File: config.mk
export PLATFORM = sky130hd
export DESIGN_NAME = frame_sequencer
export DESIGN_NICKNAME = d
export VERILOG_FILES = /design/src/rtl/frame_sequencer.sv
export SDC_FILE = /design/constraint.sdc
export NUM_CORES = 1
export LEC_CHECK = 0
export BUFFER_PORTS_ARGS = -buffer_cell sky130_fd_sc_hd__buf_2
export CAP_MARGIN = 0
export CELL_PAD_IN_SITES_DETAIL_PLACEMENT = 0
export CELL_PAD_IN_SITES_GLOBAL_PLACEMENT = 1
export CORE_UTILIZATION = 38
export DETAILED_ROUTE_END_ITERATION = 7
export PLACE_DENSITY = 0.78
export SLEW_MARGIN = 20
export SYNTH_ARGS = -nofsm -noshare
export SYNTH_HDL_FRONTEND = slang
export SYNTH_SLANG_ARGS = --single-unit
File: constraint.sdc
create_clock -name clk -period 2.9 [get_ports clk]
set_clock_uncertainty 0.15 [all_clocks]
set_input_delay 0.58 -clock clk [delete_from_list [all_inputs] [get_ports clk]]
set_output_delay 0.58 -clock clk [all_outputs]
set_load 0.005 [all_outputs]
File: src/rtl/frame_sequencer.sv
// Animation frame sequencer: vsync-driven frame counter with speed divisor, pause and single-step.
// Optional feature macro: FRAME_SEQ_STEP_EN enables the step input (otherwise step is ignored).
module frame_sequencer #(
    parameter logic [11:0] RESET_FRAME = 12'd300
) (
    input  logic        clk,
    input  logic        reset,
    input  logic        vsync,
    input  logic        pause,
    input  logic        step,
    input  logic [1:0]  speed,
    output logic [11:0] frame_counter,
    output logic        frame_tick,
    output logic [1:0]  scene,
    output logic        scene_start,
    output logic [6:0]  phase
);

    typedef enum logic [1:0] {RUN, PAUSED, STEP_ARMED} state_e;

    state_e      state_q, state_d;
    logic        vsync_d_q;
    logic        pause_s1_q, pause_s2_q;
    logic [2:0]  presc_q, presc_d;
    logic [11:0] frame_q, frame_d;
    logic        tick_q, scene_start_q;
    logic        vs_edge, step_edge, advance;
    logic [2:0]  div_m1;

    assign vs_edge = vsync & ~vsync_d_q;
    assign frame_d = frame_q + 12'd1;

`ifdef FRAME_SEQ_STEP_EN
    logic step_s1_q, step_s2_q, step_s3_q;

    always_ff @(posedge clk) begin
        if (reset) begin
            step_s1_q <= 1'b0;
            step_s2_q <= 1'b0;
            step_s3_q <= 1'b0;
        end else begin
            step_s1_q <= step;
            step_s2_q <= step_s1_q;
            step_s3_q <= step_s2_q;
        end
    end

    assign step_edge = step_s2_q & ~step_s3_q;
`else
    logic unused_step;
    assign unused_step = step;
    assign step_edge   = 1'b0;
`endif

    always_comb begin
        div_m1 = 3'd0;
        case (speed)
            2'd0: div_m1 = 3'd0;
            2'd1: div_m1 = 3'd1;
            2'd2: div_m1 = 3'd3;
            2'd3: div_m1 = 3'd7;
            default: div_m1 = 3'd0;
        endcase
    end

    // A speed change can leave the prescaler above the new limit; >= advances on the next edge.
    always_comb begin
        state_d = state_q;
        presc_d = presc_q;
        advance = 1'b0;
        case (state_q)
            RUN: begin
                if (pause_s2_q) begin
                    state_d = PAUSED;
                end else if (vs_edge) begin
                    if (presc_q >= div_m1) begin
                        advance = 1'b1;
                        presc_d = '0;
                    end else begin
                        presc_d = presc_q + 3'd1;
                    end
                end
            end
            PAUSED: begin
                if (!pause_s2_q) begin
                    state_d = RUN;
                end else if (step_edge) begin
                    state_d = STEP_ARMED;
                end
            end
            STEP_ARMED: begin
                if (vs_edge) begin
                    advance = 1'b1;
                    presc_d = '0;
                    state_d = pause_s2_q ? PAUSED : RUN;
                end else if (!pause_s2_q) begin
                    state_d = RUN;
                end
            end
            default: state_d = RUN;
        endcase
    end

    always_ff @(posedge clk) begin
        if (reset) begin
            state_q       <= RUN;
            vsync_d_q     <= 1'b1;
            pause_s1_q    <= 1'b0;
            pause_s2_q    <= 1'b0;
            presc_q       <= '0;
            frame_q       <= RESET_FRAME;
            tick_q        <= 1'b0;
            scene_start_q <= 1'b0;
        end else begin
            state_q       <= state_d;
            vsync_d_q     <= vsync;
            pause_s1_q    <= pause;
            pause_s2_q    <= pause_s1_q;
            presc_q       <= presc_d;
            tick_q        <= advance;
            scene_start_q <= advance && (frame_d[8:7] != frame_q[8:7]);
            if (advance) begin
                frame_q <= frame_d;
            end
        end
    end

    assign frame_counter = frame_q;
    assign frame_tick    = tick_q;
    assign scene         = frame_q[8:7];
    assign scene_start   = scene_start_q;
    assign phase         = frame_q[6:0];

endmodule
Word level (Yosys, flattened, before mapping)
Index checks and enable logic that the tools add are counted.
Cells by class
  add/sub/neg operators: 2
  order comparisons: 1
  equal/unequal tests: 10
  multiplexer cells: 16
  bitwise gates (word level): 2
  reductions and logical operators: 5
Operator list (number)
  12-bit by 1-bit adder with 12-bit output (second input constant): 1
  3-bit two-way mux: 4
  3-bit case mux with 4 select lines: 1
  2-bit inequality test (second input constant): 4
  2-bit == test (second input constant): 3
  2-bit two-way mux: 3
  2-bit case mux with 3 select lines: 1
  3-bit case mux with 2 select lines: 1
  1-bit two-way mux: 5
  2-bit by 1-bit == test with 1-bit output (second input constant): 2
  2-bit zero test: 2
  4-bit AND reduction: 1
  3-bit by 1-bit adder with 3-bit output (second input constant): 1
  3-bit greater-or-equal comparator: 1
  2-bit inequality test: 1
  1-bit case mux with 2 select lines: 1
  2-bit nonzero test: 1
  1-bit bitwise AND: 1
  1-bit logical AND: 1
  1-bit inverter: 1
Storage, ports and cells
  register bits after elaboration: 22
  output and inout bits: 23
  logic and storage cells: 44

Longest topological paths before layout
  depth after elaboration: 8
  gate-level depth with buffers: 8

Worst setup path after synthesis
Ideal clock, no wire load.
  kind: in2reg
  start: input speed[1]
  end: register frame_q[9] (netlist: frame_counter[9])
  setup time: 0.070 ns
  arrival: 2.179 ns
  setup slack: 0.501 ns
  stages: 8
  buffers on the path: 1
  cell sequence: or2_2 -> ha_1 -> nor2b_1 -> o21ai_0 -> buf_2 -> o211ai_4 -> or3_1 -> a21oi_1
On the way
  longest elaborated chain between the ends: 7
Ends and longest elaborated chain
  start, declared: line 11  | input logic [1:0] speed,
  2-bit == test, or another cell as far along: line 57  | case (speed)
  3-bit case mux with 4 select lines (*): line 57
  3-bit greater-or-equal comparator (*): line 76  | if (presc_q >= div_m1) begin
  1-bit two-way mux (*): line 76
  1-bit two-way mux (*): line 75  | end else if (vs_edge) begin
  1-bit two-way mux (*): line 73  | if (pause_s2_q) begin
  1-bit case mux with 2 select lines (*): line 71  | case (state_q)
  end signal, assigned: line 123  | frame_q <= frame_d;
  end, declared: line 25  | logic [11:0] frame_q, frame_d;
Every way passes the cells marked *; elsewhere a longest branch is shown, timed or not.
A chain may end at the register's enable or synchronous reset.

Worst setup path in the final report
  start: input speed[1]
  end: register frame_q[3] (netlist: frame_counter[3])
Same word-level chain as after synthesis.

==> metrics.csv <==
metric;value;unit
GPL Wtd Cong;0.7472;
Comb pwr share;0.071;
# setup viols final;0;
per-cell routed wire length;12.15;um
CP top delay family;compound AO/OA/AOI/OAI gates;
Top FF cell, synth;dfxtp_1;
largest net degree at the start of global routing;19;
register share of total power;0.645;
Pre-Repair DR Iteration Count;4;
IO Port Bufs;28;
Worst Hold Launch;pause_s1_q;
count of different cell masters after synthesis;33;
Max Cap Viol;0;
CP Launch Type;input pin;
Max Slew Vio Count;0;
worst r2r path cells;8;
DRT iter0 DRCs;9;
status;completed;
hold endpoint;pause_s2_q;
Chip Height;56.38;um
CTS root buf;clkbuf_4;
Hold WC Path Type;reg2reg;
EDFF count, synth;0;
Bufs on Longest Clock Path;2;
post_cts resized;0;
final net count;158;
DP Wirelength;1585;um
Setup Fix Bufs, Post-CTS;0;
TNS Setup;0;ns
H-tree level count;1;
Worst path slowest cell;o21ai_2;
diode count;0;
Least-Margin Pin Slew;0.4041;ns
Die Span X;56.38;um
via count;888;
CP Data Arrival Time;2.36;ns
Critical Path Fanout Max;11;
Avg Vias per Cell;5.074;
post-layout min period;2.303;ns
total CTS buffers;3;
Peak VDD IR;232.5;uV
Setup crit start;speed[1];
Clock power frac;0.284;
initial core utilization;0.4040;
total global routing overflow;0;
full die area;0.003178;sq mm
Top Ports;30;
CP Depth;9;
total clock sinks;22;
Leakage;0.0005519;uW
hold depth;1;
Sw Ratio;0.2296;
Post-route DRC;0;
CTS tree;yes;
crit-path cells;buf_2 -> or2_2 -> ha_1 -> nor2b_1 -> o21ai_0 -> buf_4 -> o21ai_2 -> o21ai_0 -> a21o_2;
Worst-path clk slew;0.11;ns
Post-CTS Hold Buffers;0;
antenna-violating nets left;0;
sw power;109.6;uW
most frequent CP cell;o21ai_0;
layout cells sized above 1;0.2778;
fill count;296;
gr usage total;0.1440;
Post-synth ARST share;0;
fmax;0.4343;GHz
worst path bufs/invs;2;
endpoint of the worst register-to-register path;frame_counter[3];
commonest non-fill, non-tap cell in the layout;buf_2;
total detailed-routing wirelength;2127;um
crit end category;flip-flop;
Reg2Reg Setup Slack;0.84;ns
max_slew headroom;0.7306;
Placement Rows;19;
CP max stage delay;0.35;ns
Clock Latency Late Sink;0.30;ns
r2r startpoint;presc_q[0];
Post-Syn Area per Cell;8.989;sq um
vias in the first global route;795;
yosys warns;0;
first-pass GRT wire length;3539;um
crit share post-route;0.7941;
net count after synthesis;137;
Cells after Synth;125;
synthesized area;0.001124;sq mm
Final Hold Viols;0;
area grow syn2layout;10.47;%
RSZ-0062 raised after global routing;no;
antenna violations before repair;0;
Hold WS;0.3061;ns
PD cells;384.4;mW/mm^2
total core area;0.002781;sq mm
Synth Register Bits;22;
part of the Yosys area used for sequential elements;0.3920;
most frequent cells in the layout;buf_2 (28), dfxtp_1 (22), nand2_1 (12), nor2_1 (8);
data required time of the worst path;2.96;ns
critical path type;in2reg;
P_int;367.5;uW
-- through the flow --
step                        util  cells  cell area (sq um)  power [uW]  setup WS (ns)
after global routing      0.4462    175               1241       502.2         0.5266
final                     0.4462    175               1241       477.1         0.5972
after floorplan                -    125               1124       339.8         0.5012
after detailed placement  0.4381    172               1219       348.9         0.2698
after CTS                 0.4462    175               1241       483.3         0.6031
after global placement    0.4381    172               1219       347.9         0.3278
-- cell usage after synthesis (all sizes together) (2+ instances only) --
library cell  number  area [sq um]
or3                4         25.02
o21ai              6         33.78
nand2             12         45.04
xor2               7         61.31
nor2              10         52.55
a21oi              7         35.03
nor2b              4         25.02
buf               11         83.82
nor4               2         12.51
inv                6         22.52
nand3              2         10.01
o211ai             3         36.28
or2                2         12.51
dfxtp             22         440.4
clkbuf             2         7.510
and3               5         31.28
ha                 5         62.56
o2111ai            4         35.03
mux2i              2         20.02
-- logic make-up (layout without fill, tap and decap cells) --
kind of cell    Yosys count  in the layout  share of synthesized area
fa+ha+maj                 5              5                    0.05568
buf+inv                  19             38                     0.1013
flops                    22             22                     0.3920
xor+xnor                  7              7                    0.05457
compound gates           23             23                     0.1448
mux                       2              2                    0.01782
simple gates             47             47                     0.2339
-- layout make-up --
class                           count  area [sq um]  share of cell area
Timing Repair Buffer               29         147.6              0.1190
Clock buffer                        3         22.52             0.01815
Multi-Input combinational cell     84         569.3              0.4587
Inverter                            6         22.52             0.01815
Tap cell                           31         38.79             0.03125
Sequential cell                    22         440.4              0.3548
-- power by group through the flow --
| stage | Sequential [uW] | Clock, uW | Combinational, uW |
|---|---|---|---|
| final | 308 | 136 | 34.1 |
| after global routing | 308 | 155 | 38.8 |
| after CTS | 308 | 141 | 34.7 |
| after detailed placement | 314 | 0 | 34.4 |
| after global placement | 314 | 0 | 33.7 |
| after floorplan | 314 | 0 | 25.7 |
-- state kept, by name, summed over array words and instances (netlist names) --
name / flops
pause_s1_q: 1
presc_q: 3
frame_counter: 12
vsync_d_q: 1
frame_tick: 1
scene_start: 1
state_q: 2
pause_s2_q: 1
-- per-layer routing --
layer | share of wire | wire length [um] | global-route usage | vias to the layer above
met5 | 0 | 0 | 0 | -
met4 | 0.019 | 40 | 0.06272 | 0
met3 | 0.035 | 74 | 0.02765 | 5
met2 | 0.46 | 985 | 0.2330 | 18
met1 | 0.48 | 1026 | 0.1862 | 405
li1 | - | - | - | 460
-- worst max path at each step --
stage                             endpoint  slack [ns]
final                     frame_counter[3]        0.60
after floorplan           frame_counter[9]        0.50
after CTS                 frame_counter[3]        0.60
after global placement    frame_counter[3]        0.33
after detailed placement  frame_counter[3]        0.27
after global routing      frame_counter[3]        0.53
Power figures use the tool's default switching activity.
